[src/rtl/bfp_pkg.sv]
// rtl/bfp_pkg.sv - shared defaults, state encoding and sample type for the block floating-point shift controller
package bfp_pkg;

    localparam int DEF_INPUT_WIDTH  = 23;
    localparam int DEF_OUTPUT_WIDTH = 11;
    localparam int DEF_BLOCK_SIZE   = 16;
    localparam int DEF_SHIFT_WIDTH  = 5;
    localparam int CNT_WIDTH        = 5;

    typedef enum logic [1:0] {
        IDLE,
        FILL,
        CALC,
        HOLD
    } state_t;

    typedef logic signed [DEF_INPUT_WIDTH-1:0] sample_t;

endpackage

[src/rtl/bfp_shift_ctrl_if.sv]
// rtl/bfp_shift_ctrl_if.sv - sample input and block output bundle of the shift controller
interface bfp_shift_ctrl_if
    import bfp_pkg::*;
#(
    parameter int INPUT_WIDTH = DEF_INPUT_WIDTH,
    parameter int BLOCK_SIZE  = DEF_BLOCK_SIZE,
    parameter int SHIFT_WIDTH = DEF_SHIFT_WIDTH
);

    logic                                   in_valid;
    logic                                   in_ready;
    logic signed [INPUT_WIDTH-1:0]          in_re;
    logic signed [INPUT_WIDTH-1:0]          in_im;
    logic                                   out_valid;
    logic                                   out_ready;
    logic                                   shift_en;
    logic [SHIFT_WIDTH-1:0]                 shift_value;
    logic [BLOCK_SIZE-1:0][INPUT_WIDTH-1:0] blk_re;
    logic [BLOCK_SIZE-1:0][INPUT_WIDTH-1:0] blk_im;

    modport slave (
        input  in_valid, in_re, in_im, out_ready,
        output in_ready, out_valid, shift_en, shift_value, blk_re, blk_im
    );

    modport master (
        output in_valid, in_re, in_im, out_ready,
        input  in_ready, out_valid, shift_en, shift_value, blk_re, blk_im
    );

endinterface

[src/rtl/signed_width_calc.sv]
// rtl/signed_width_calc.sv - minimal two's-complement width of a signed sample (1..INPUT_WIDTH)
module signed_width_calc #(
    parameter int INPUT_WIDTH = 23,
    parameter int WIDTH_BITS  = 5
) (
    input  logic signed [INPUT_WIDTH-1:0] x_i,
    output logic [WIDTH_BITS-1:0]         width_o
);

    // The highest bit that differs from the sign bit sets the width; later iterations win.
    always_comb begin
        width_o = WIDTH_BITS'(1);
        for (int i = 0; i < INPUT_WIDTH - 1; i++) begin
            if (x_i[i] != x_i[INPUT_WIDTH-1]) begin
                width_o = WIDTH_BITS'(i + 2);
            end
        end
    end

endmodule

[src/rtl/bfp_shift_ctrl.sv]
// rtl/bfp_shift_ctrl.sv - buffers a block of complex samples and derives one right-shift for the whole block
module bfp_shift_ctrl
    import bfp_pkg::*;
#(
    parameter int INPUT_WIDTH  = DEF_INPUT_WIDTH,
    parameter int OUTPUT_WIDTH = DEF_OUTPUT_WIDTH,
    parameter int BLOCK_SIZE   = DEF_BLOCK_SIZE,
    parameter int SHIFT_WIDTH  = DEF_SHIFT_WIDTH
) (
    input  logic            clk,
    input  logic            rst,
    bfp_shift_ctrl_if.slave bus
);

    localparam int WB = $clog2(INPUT_WIDTH + 1);

    state_t                                 state_q, state_d;
    logic [CNT_WIDTH-1:0]                   cnt_q, cnt_d;
    logic [WB-1:0]                          w_q, w_d;
    logic [SHIFT_WIDTH-1:0]                 shift_q, shift_d;
    logic [BLOCK_SIZE-1:0][INPUT_WIDTH-1:0] buf_re_q, buf_im_q;
    logic [WB-1:0]                          w_re, w_im, w_pair;
    logic                                   in_ready, accept, last;

    signed_width_calc #(.INPUT_WIDTH(INPUT_WIDTH), .WIDTH_BITS(WB)) u_width_re (
        .x_i     (bus.in_re),
        .width_o (w_re)
    );

    signed_width_calc #(.INPUT_WIDTH(INPUT_WIDTH), .WIDTH_BITS(WB)) u_width_im (
        .x_i     (bus.in_im),
        .width_o (w_im)
    );

    assign in_ready = (state_q == IDLE) || (state_q == FILL);
    assign accept   = bus.in_valid && in_ready;
    assign last     = (cnt_q == CNT_WIDTH'(BLOCK_SIZE - 1));
    assign w_pair   = (w_re > w_im) ? w_re : w_im;

    always_comb begin
        state_d = state_q;
        cnt_d   = cnt_q;
        w_d     = w_q;
        shift_d = shift_q;
        case (state_q)
            IDLE, FILL: begin
                if (accept) begin
                    // The first sample of a block reloads W so the previous block cannot leak in.
                    w_d = (state_q == IDLE || w_pair > w_q) ? w_pair : w_q;
                    if (last) begin
                        cnt_d   = '0;
                        state_d = CALC;
                    end else begin
                        cnt_d   = cnt_q + CNT_WIDTH'(1);
                        state_d = FILL;
                    end
                end
            end
            CALC: begin
                shift_d = (w_q > WB'(OUTPUT_WIDTH)) ? SHIFT_WIDTH'(w_q - WB'(OUTPUT_WIDTH)) : '0;
                state_d = HOLD;
            end
            HOLD: begin
                if (bus.out_ready) begin
                    state_d = IDLE;
                end
            end
            default: state_d = IDLE;
        endcase
    end

    always_ff @(posedge clk or posedge rst) begin
        if (rst) begin
            state_q <= IDLE;
            cnt_q   <= '0;
            w_q     <= WB'(1);
            shift_q <= '0;
        end else begin
            state_q <= state_d;
            cnt_q   <= cnt_d;
            w_q     <= w_d;
            shift_q <= shift_d;
        end
    end

    always_ff @(posedge clk or posedge rst) begin
        if (rst) begin
            buf_re_q <= '0;
            buf_im_q <= '0;
        end else if (accept) begin
            for (int k = 0; k < BLOCK_SIZE; k++) begin
                if (cnt_q == CNT_WIDTH'(k)) begin
                    buf_re_q[k] <= bus.in_re;
                    buf_im_q[k] <= bus.in_im;
                end
            end
        end
    end

    assign bus.in_ready    = in_ready;
    assign bus.out_valid   = (state_q == HOLD);
    assign bus.shift_en    = (state_q == HOLD);
    assign bus.shift_value = shift_q;
    assign bus.blk_re      = buf_re_q;
    assign bus.blk_im      = buf_im_q;

endmodule

[src/flat_wrapper.sv]
// flat-port wrapper written by rule: the top's interface ports become plain ports
module bfp_shift_ctrl_flat import bfp_pkg::*;
#(
    parameter int INPUT_WIDTH  = DEF_INPUT_WIDTH,
    parameter int OUTPUT_WIDTH = DEF_OUTPUT_WIDTH,
    parameter int BLOCK_SIZE   = DEF_BLOCK_SIZE,
    parameter int SHIFT_WIDTH  = DEF_SHIFT_WIDTH
)
  (clk, rst, bus_in_valid, bus_in_re, bus_in_im, bus_out_ready, bus_in_ready, bus_out_valid, bus_shift_en, bus_shift_value, bus_blk_re, bus_blk_im);
  bfp_shift_ctrl_if #(.INPUT_WIDTH(INPUT_WIDTH), .BLOCK_SIZE(BLOCK_SIZE), .SHIFT_WIDTH(SHIFT_WIDTH)) bus_i ();
  input  logic clk;
  input  logic rst;
  input wire logic [$bits(bus_i.in_valid)-1:0] bus_in_valid;
  input wire logic [$bits(bus_i.in_re)-1:0] bus_in_re;
  input wire logic [$bits(bus_i.in_im)-1:0] bus_in_im;
  input wire logic [$bits(bus_i.out_ready)-1:0] bus_out_ready;
  output wire logic [$bits(bus_i.in_ready)-1:0] bus_in_ready;
  output wire logic [$bits(bus_i.out_valid)-1:0] bus_out_valid;
  output wire logic [$bits(bus_i.shift_en)-1:0] bus_shift_en;
  output wire logic [$bits(bus_i.shift_value)-1:0] bus_shift_value;
  output wire logic [$bits(bus_i.blk_re)-1:0] bus_blk_re;
  output wire logic [$bits(bus_i.blk_im)-1:0] bus_blk_im;
  assign bus_i.in_valid = bus_in_valid;
  assign bus_i.in_re = bus_in_re;
  assign bus_i.in_im = bus_in_im;
  assign bus_i.out_ready = bus_out_ready;
  assign bus_in_ready = bus_i.in_ready;
  assign bus_out_valid = bus_i.out_valid;
  assign bus_shift_en = bus_i.shift_en;
  assign bus_shift_value = bus_i.shift_value;
  assign bus_blk_re = bus_i.blk_re;
  assign bus_blk_im = bus_i.blk_im;
  bfp_shift_ctrl #(.INPUT_WIDTH(INPUT_WIDTH), .OUTPUT_WIDTH(OUTPUT_WIDTH), .BLOCK_SIZE(BLOCK_SIZE), .SHIFT_WIDTH(SHIFT_WIDTH)) u_core (.clk(clk), .rst(rst), .bus(bus_i));
endmodule
[config.mk]
export PLATFORM = sky130hd
export DESIGN_NAME = bfp_shift_ctrl_flat
export DESIGN_NICKNAME = d
export VERILOG_FILES = /design/src/rtl/bfp_pkg.sv /design/src/rtl/bfp_shift_ctrl_if.sv /design/src/rtl/signed_width_calc.sv /design/src/rtl/bfp_shift_ctrl.sv /design/src/flat_wrapper.sv
export SDC_FILE = /design/constraint.sdc
export NUM_CORES = 1
export LEC_CHECK = 0
export CORE_AREA = 2 2 306 308
export DETAILED_ROUTE_END_ITERATION = 12
export DIE_AREA = 0 0 308 310
export HOLD_SLACK_MARGIN = 0.08
export PLACE_DENSITY = 0.53
export SETUP_SLACK_MARGIN = 0.1
export SYNTH_ARGS = -nofsm -noshare
export SYNTH_HDL_FRONTEND = slang
export SYNTH_HIERARCHICAL = 1
export SYNTH_SLANG_ARGS = --single-unit
[constraint.sdc]
create_clock -name clk -period 46.1 [get_ports clk]
set_input_delay 9.22 -clock clk [delete_from_list [all_inputs] [get_ports clk]]
set_output_delay 9.22 -clock clk [all_outputs]
set_load 0.02 [all_outputs]
-- Word-level counts from Yosys, hierarchy flattened
Cells that the tools add are included.
- equality and inequality tests: 64
- reduce and logical (&&, ||, !) cells: 25
- $add $sub $neg: 2
- muxes and demuxes: 51
- magnitude comparators: 3
- operators by type and width (kind ; number):
    5-bit two-way mux ; 45
    1-bit != test ; 44
    5-bit by 4-bit equality test with 1-bit output, second input constant ; 8
    2-bit AND reduction ; 18
    5-bit by 3-bit equality test with 1-bit output, second input constant ; 4
    5-bit by 2-bit equality test with 1-bit output, second input constant ; 2
    5-bit > comparator ; 2
    2-bit two-way mux ; 5
    2-bit case mux with 3 select lines ; 1
    5-bit by 1-bit adder with 5-bit output, second input constant ; 1
    5-bit by 1-bit equality test with 1-bit output, second input constant ; 1
    5-bit by 4-bit > comparator with 1-bit output, second input constant ; 1
    5-bit logical NOT ; 1
    5-bit by 4-bit subtractor with 5-bit output, second input constant ; 1
    2-bit equality test, second input constant ; 2
    3-bit AND reduction ; 1
    2-bit by 1-bit equality test with 1-bit output, second input constant ; 1
    2-bit logical NOT ; 1
    1-bit logical OR ; 2
    2-bit by 1-bit != test with 1-bit output, second input constant ; 1
    2-bit != test, second input constant ; 1
    2-bit OR reduction ; 1
    1-bit logical AND ; 1
- bits in registers: 753
- word-level logic and storage cells: 181
- input bits: 50

-- Longest topological paths before layout
- word-level depth: 28
- gate-level depth with buffers: 18
- depth with buffers taken out: 17

-- By module
The synthesis kept the hierarchy.
- modules (own cells, without submodules) (module ; cells an instance ; seq. area each (um2) ; times used ; area each (um2)):
    bfp_shift_ctrl ; 1722 ; 18844.3 ; 1 ; 28554.9
    signed_width_calc ; 96 ; 0.0 ; 2 ; 516.7

-- Least setup slack after synthesis
OpenSTA, ideal clock, no wires.
- kind: in2reg
- from: input bus_in_im[22]
- to: register u_core.w_q[1]
- path slack: 33484 ps
- required time: 45975 ps
- path buffers: 1
- arrival time: 12492 ps
- library setup time: 125 ps
- stages on the path: 17
- cell sequence: buf_4 -> nor3_1 -> nand2_1 -> o21a_1 -> o21ai_0 -> inv_1 -> ha_1 -> a211oi_1 -> o221ai_1 -> o21ai_0 -> mux2_2 -> ha_1 -> nand4_1 -> nor2_1 -> nor3b_1 -> a21oi_1 -> mux2_2
- elaborated cells between the ends (all ways): 49
- RTL lines (item ; RTL line ; RTL):
    start: declaration ; flat_wrapper.sv:15 ; input wire logic [$bits(bus_i.in_im)-1:0] bus_in_im;
    1-bit != test ; signed_width_calc.sv:14 ; if (x_i[i] != x_i[INPUT_WIDTH-1]) begin
    5-bit two-way mux (19 in series) ; signed_width_calc.sv:14 ;
    5-bit two-way mux (*) ; signed_width_calc.sv:14 ;
    net u_core.w_im[2] ; bfp_shift_ctrl.sv:22 ; logic [WB-1:0] w_re, w_im, w_pair;
    5-bit > comparator ; bfp_shift_ctrl.sv:38 ; assign w_pair = (w_re > w_im) ? w_re : w_im;
    5-bit two-way mux (*) ; bfp_shift_ctrl.sv:38 ;
    net u_core.w_pair[2] ; bfp_shift_ctrl.sv:22 ;
    5-bit > comparator (*) ; bfp_shift_ctrl.sv:49 ; w_d = (state_q == IDLE || w_pair > w_q) ? w_pair : w_q;
    1-bit logical OR (*) ; bfp_shift_ctrl.sv:49 ;
    3-bit AND reduction (no source line) (*) ; - ;
    end signal: assignment ; bfp_shift_ctrl.sv:81 ; w_q <= w_d;
    end: declaration ; bfp_shift_ctrl.sv:19 ; logic [WB-1:0] w_q, w_d;
Mark *: on every way through the listed nets, which the timed path passes. The rest lies on a longest branch.
A chain may end at the register's enable or synchronous reset.

-- Worst setup path in the final report
- from: input bus_in_im[4]
- to: register u_core.w_q[3]
- cells in the longest elaborated chain, start to end: 24
- ends and longest elaborated chain (item ; RTL line):
    1-bit != test (*) ; signed_width_calc.sv:14
    5-bit two-way mux (*) (18 in series) ; signed_width_calc.sv:14
    net u_core.w_im[0] ; bfp_shift_ctrl.sv:22
    5-bit > comparator (*) ; bfp_shift_ctrl.sv:38
    5-bit two-way mux (*) ; bfp_shift_ctrl.sv:38
    net u_core.w_pair[3] ; bfp_shift_ctrl.sv:22
    5-bit > comparator ; bfp_shift_ctrl.sv:49
    1-bit logical OR ; bfp_shift_ctrl.sv:49
    3-bit AND reduction (no source line) ; -
Marks and branches as above.

==> implementation parameters <==
Parameter                              Value

GRT
  Largest net degree at the start of global routing    118
  First-pass GRT wire length    ~150000 um
  Global route total overflow    0
  Grt met3 use    0.0741
  Global routing usage on met2    0.384
  Tot GR Track Use    0.222
  GR Util met1    0.256
  Antenna violations before repair    3
  Via count of the first global-routing pass    slightly above 20000
  Most Used Layer, Global Route    met2

Timing
  Slew at the pin closest to its max-slew limit    1120 ps
  Number of max-slew violations in the final report    0
  Fin crit share    0.301
  Unrepaired setup endpoints after global routing    no
  Final number of setup-violating endpoints    0
  Clk_skew    20.9 ps
  Hold WS    484 ps
  Maximum operating frequency    72.0 MHz
  Worst rel slew slack    0.250
  Final min period    13880 ps
  Total negative slack for setup checks    0 ps
  Hold violation count in the final report    0

Critical path
  R2r endpoint    u_core/bus.blk_re[335]
  Critical-path cell with the highest stage delay    sky130_fd_sc_hd__clkdlybuf4s50_1
  Setup crit end kind    flip-flop
  Crit path launch type    primary input
  Crit Path Category    in -> reg
  Slack of the worst reg-to-reg path    ~43000 ps
  Capture point of the worst path    u_core/w_q[3]
  Required time of the critical path    46630 ps
  Delay contributed by the slowest stage of the critical path    a little under 1000 ps
  Reg-to-Reg Start    u_core/state_q[1]
  Data arrival time at the worst-slack endpoint    14410 ps
  List of cells traversed by the critical path    clkdlybuf4s50_1, inv_1, a221oi_2, o22ai_1, a2111oi_1, o21ai_1, ha_1, inv_1, o21ai_0, mux2_2, ha_1, nand4_1, nor2_1, nor3b_1, a21oi_1, mux2_2
  Worst Path Max Fanout    22
  Critical Path Source    bus_in_im[4]
  Number of cell instances on the worst register-to-register path    6

Finish
  Ratio of cells with drive above 1 in the final layout    0.343
  Storage element area    between 15000 and 20000 sq um
  Nets    ~2800
  FILL cells    8308
  Multi-input logic area    around 10000 sq um
  Layout area overhead    40.9%

Synth
  Number of library cell types mapped by synthesis    50
  Post-Syn Nets    1979
  Post-Synthesis Cells    1914
  EDFF count, synth    0
  Syn avg cell area    15.5 sq um
  Top cells by area, synth    sky130_fd_sc_hd__dfrtp_1, sky130_fd_sc_hd__mux2_2, sky130_fd_sc_hd__buf_2, sky130_fd_sc_hd__ha_1, sky130_fd_sc_hd__clkbuf_1
  Portion of the post-synthesis area used by sequential elements    0.637
  Most used flip-flop cell after synthesis    sky130_fd_sc_hd__dfrtp_1
  Dominant cell type by area after synthesis    sky130_fd_sc_hd__dfrtp_1
  Share of the synthesized area in the top cell type    0.636
  Asr flop ratio synth    1.00
  Synthesized cell area    29600 sq um
  Total number of yosys warnings    6
  Number of storage elements in the synthesis netlist    753

Clock tree
  Post-CTS setup repair buffer count    0
  CTS Hold Bufs    0
  CTS H-Tree Depth    3
  Quantity of gates resized following cts    0
  CTS sink cnt    ~750
  CTS clk-pin slew, worst paths    60 ps
  Total clock buffers created by CTS    86
  Clock tree from TritonCTS    yes
  Clock root buffer    sky130_fd_sc_hd__clkbuf_16
  Clock Path Buffers    3
  Clock latency on the worst-skew pair    660 ps

Placed design
  Number of buffer cells added on primary ports    793
  Gpl congestion    0.801
  Detailed placer's ending HPWL    72500 um

Pwr
  Clock share of power    0.203
  Total Power Consumption    3.34 mW
  Internal power    ~2.1 mW
  Total power per unit cell area    approximately 80 nW/um^2
  Peak supply drop    roughly 0.038 mV
  Net switching share of the total power    0.365
  Pleak    ~18 nW
  Sequential Power Share    0.337
  Relative contribution of combinational cells to total power    0.460
  Switching component of the power    about 1.2 mW

Hold path
  Classification of the worst-slack hold path    reg -> reg

Floorplan
  IO Count    794
  Placeable core area    approximately 90000 sq um
  Effective utilization at floorplan    0.320
  Count of standard-cell rows    112
  Vert. Die Dim    around 310 um
  Horiz. Die Dim    roughly 310 um
  Die outline area    95500 sq um

Routing
  Residual antenna-violating net count after detailed routing    0
  Number of iterations in the first detailed-routing pass    5
  DR vias/cell    4.91
  Total number of vias    19600
  WL final    108000 um
  Drt first-iter violations    1127
  Routed length per placed instance    between 20 and 30 um
  Detailed-route DRC error count    0

Status
  Result of the run    finished clean

Flow run
  Max-Cap Viols    0
## synth_stat cells (all sizes together), types with 9 or more instances
master  number
mux2       743
nor2        29
inv         22
dfrtp      752
a21oi       16
nand2       51
nor2b        9
nand2b      10
clkbuf      48
nand3       29
nor3        15
buf         71
o21ai       35
ha          15
## cell usage in the layout (no fill, tap or decap), drive strengths merged, types with 3 or more instances in the layout
| cell | instances |
|---|---|
| dfrtp | 752 |
| ha | 15 |
| a211oi | 3 |
| xnor2 | 3 |
| a22o | 3 |
| o21ai | 35 |
| clkbuf | 130 |
| clkinv | 11 |
| nand2b | 10 |
| a21oi | 16 |
| inv | 27 |
| mux2 | 743 |
| nand2 | 51 |
| clkdlybuf4s50 | 790 |
| nor2 | 29 |
| o21a | 7 |
| and3 | 4 |
| a31oi | 8 |
| o221ai | 3 |
| nor3 | 15 |
| o211ai | 4 |
| o31ai | 3 |
| buf | 53 |
| nand3 | 29 |
| nor2b | 9 |
| o22ai | 5 |
## area by class of cell
class / count / area share
diodes: 2 / 0.000120
repair buffers: 843 / 0.199
clock buffers: 130 / 0.0629
inverters: 22 / 0.00216
multi-input cells: 1020 / 0.244
well taps: 1197 / 0.0359
clock inverters: 20 / 0.00423
flip-flops and latches: 753 / 0.452
## worst max-delay path: cells and delay by family
family | cells | cell delay [ps]
and+or+nand+nor | 3 | 290
muxes | 2 | 810
AOI/OAI and AO/OA | 6 | 2250
adders and majority gates | 2 | 640
buffers and inverters | 3 | 1170
## sequential cells by signal, indices dropped and copies added (netlist names)
name                    count
u_core/bus.shift_value      5
u_core/cnt_q                5
u_core/bus.blk_im         368
u_core/bus.blk_re         368
u_core/w_q                  5
u_core/state_q              2
## power by group through the flow
stage | Clock, mW | Sequential, mW | Combinational (mW)
6_report | 0.678 | 1.13 | 1.54
5_1_grt | 0.724 | 1.16 | 1.61
4_1_cts | 0.696 | 1.13 | 1.56
3_5_place_dp | 0 | 1.14 | 1.56
3_3_place_gp | 0 | 1.13 | 1.55
2_1_floorplan | 0 | 1.48 | 0.375
## layer usage
metal,part of all wire,wire (um),vias up
met1,0.38,41200,10300
met4,0.036,3940,2
met2,0.50,54500,685
li1,-,-,8404
met3,0.079,8540,171
met5,0.000092,10,-
## per-stage QoR
step | instance area (sq um) | setup WS, ps | util | cells
after global routing | 41700 | 31790 | 0.451 | 3985
after detailed placement | 38900 | 31630 | 0.420 | 3835
after CTS | 41700 | 32320 | 0.451 | 3985
final | 41700 | 32220 | 0.451 | 3987
after floorplan | 29600 | 15750 | - | 1914
after global placement | 38900 | 31750 | 0.420 | 3835
## worst min path at each step
stage,from,endpoint,cells past startpoint
floorplan,u_core/w_q[4],u_core/w_q[4],1
global placement,u_core/bus.blk_im[283],u_core/bus.blk_im[283],1
detailed placement,u_core/bus.blk_im[283],u_core/bus.blk_im[283],1
CTS,u_core/bus.blk_im[283],u_core/bus.blk_im[283],1
global route,u_core/bus.blk_im[283],u_core/bus.blk_im[283],1
finish,u_core/bus.blk_im[283],u_core/bus.blk_im[283],1
## cells by family (layout without fill, tap and decap cells)
logic type / Yosys count / in the layout / share of synthesized area
AO/OA/AOI/OAI: 98 / 98 / 0.0214
XOR/XNOR: 3 / 3 / 0.000888
adder cells (fa/ha/maj): 15 / 15 / 0.00634
buffers and inverters: 141 / 1015 / 0.0231
flip-flops: 753 / 753 / 0.637
multiplexers: 745 / 745 / 0.283
other: 0 / 2 / 0
AND/OR/NAND/NOR: 159 / 159 / 0.0280
(Power assumes the default switching activity.)
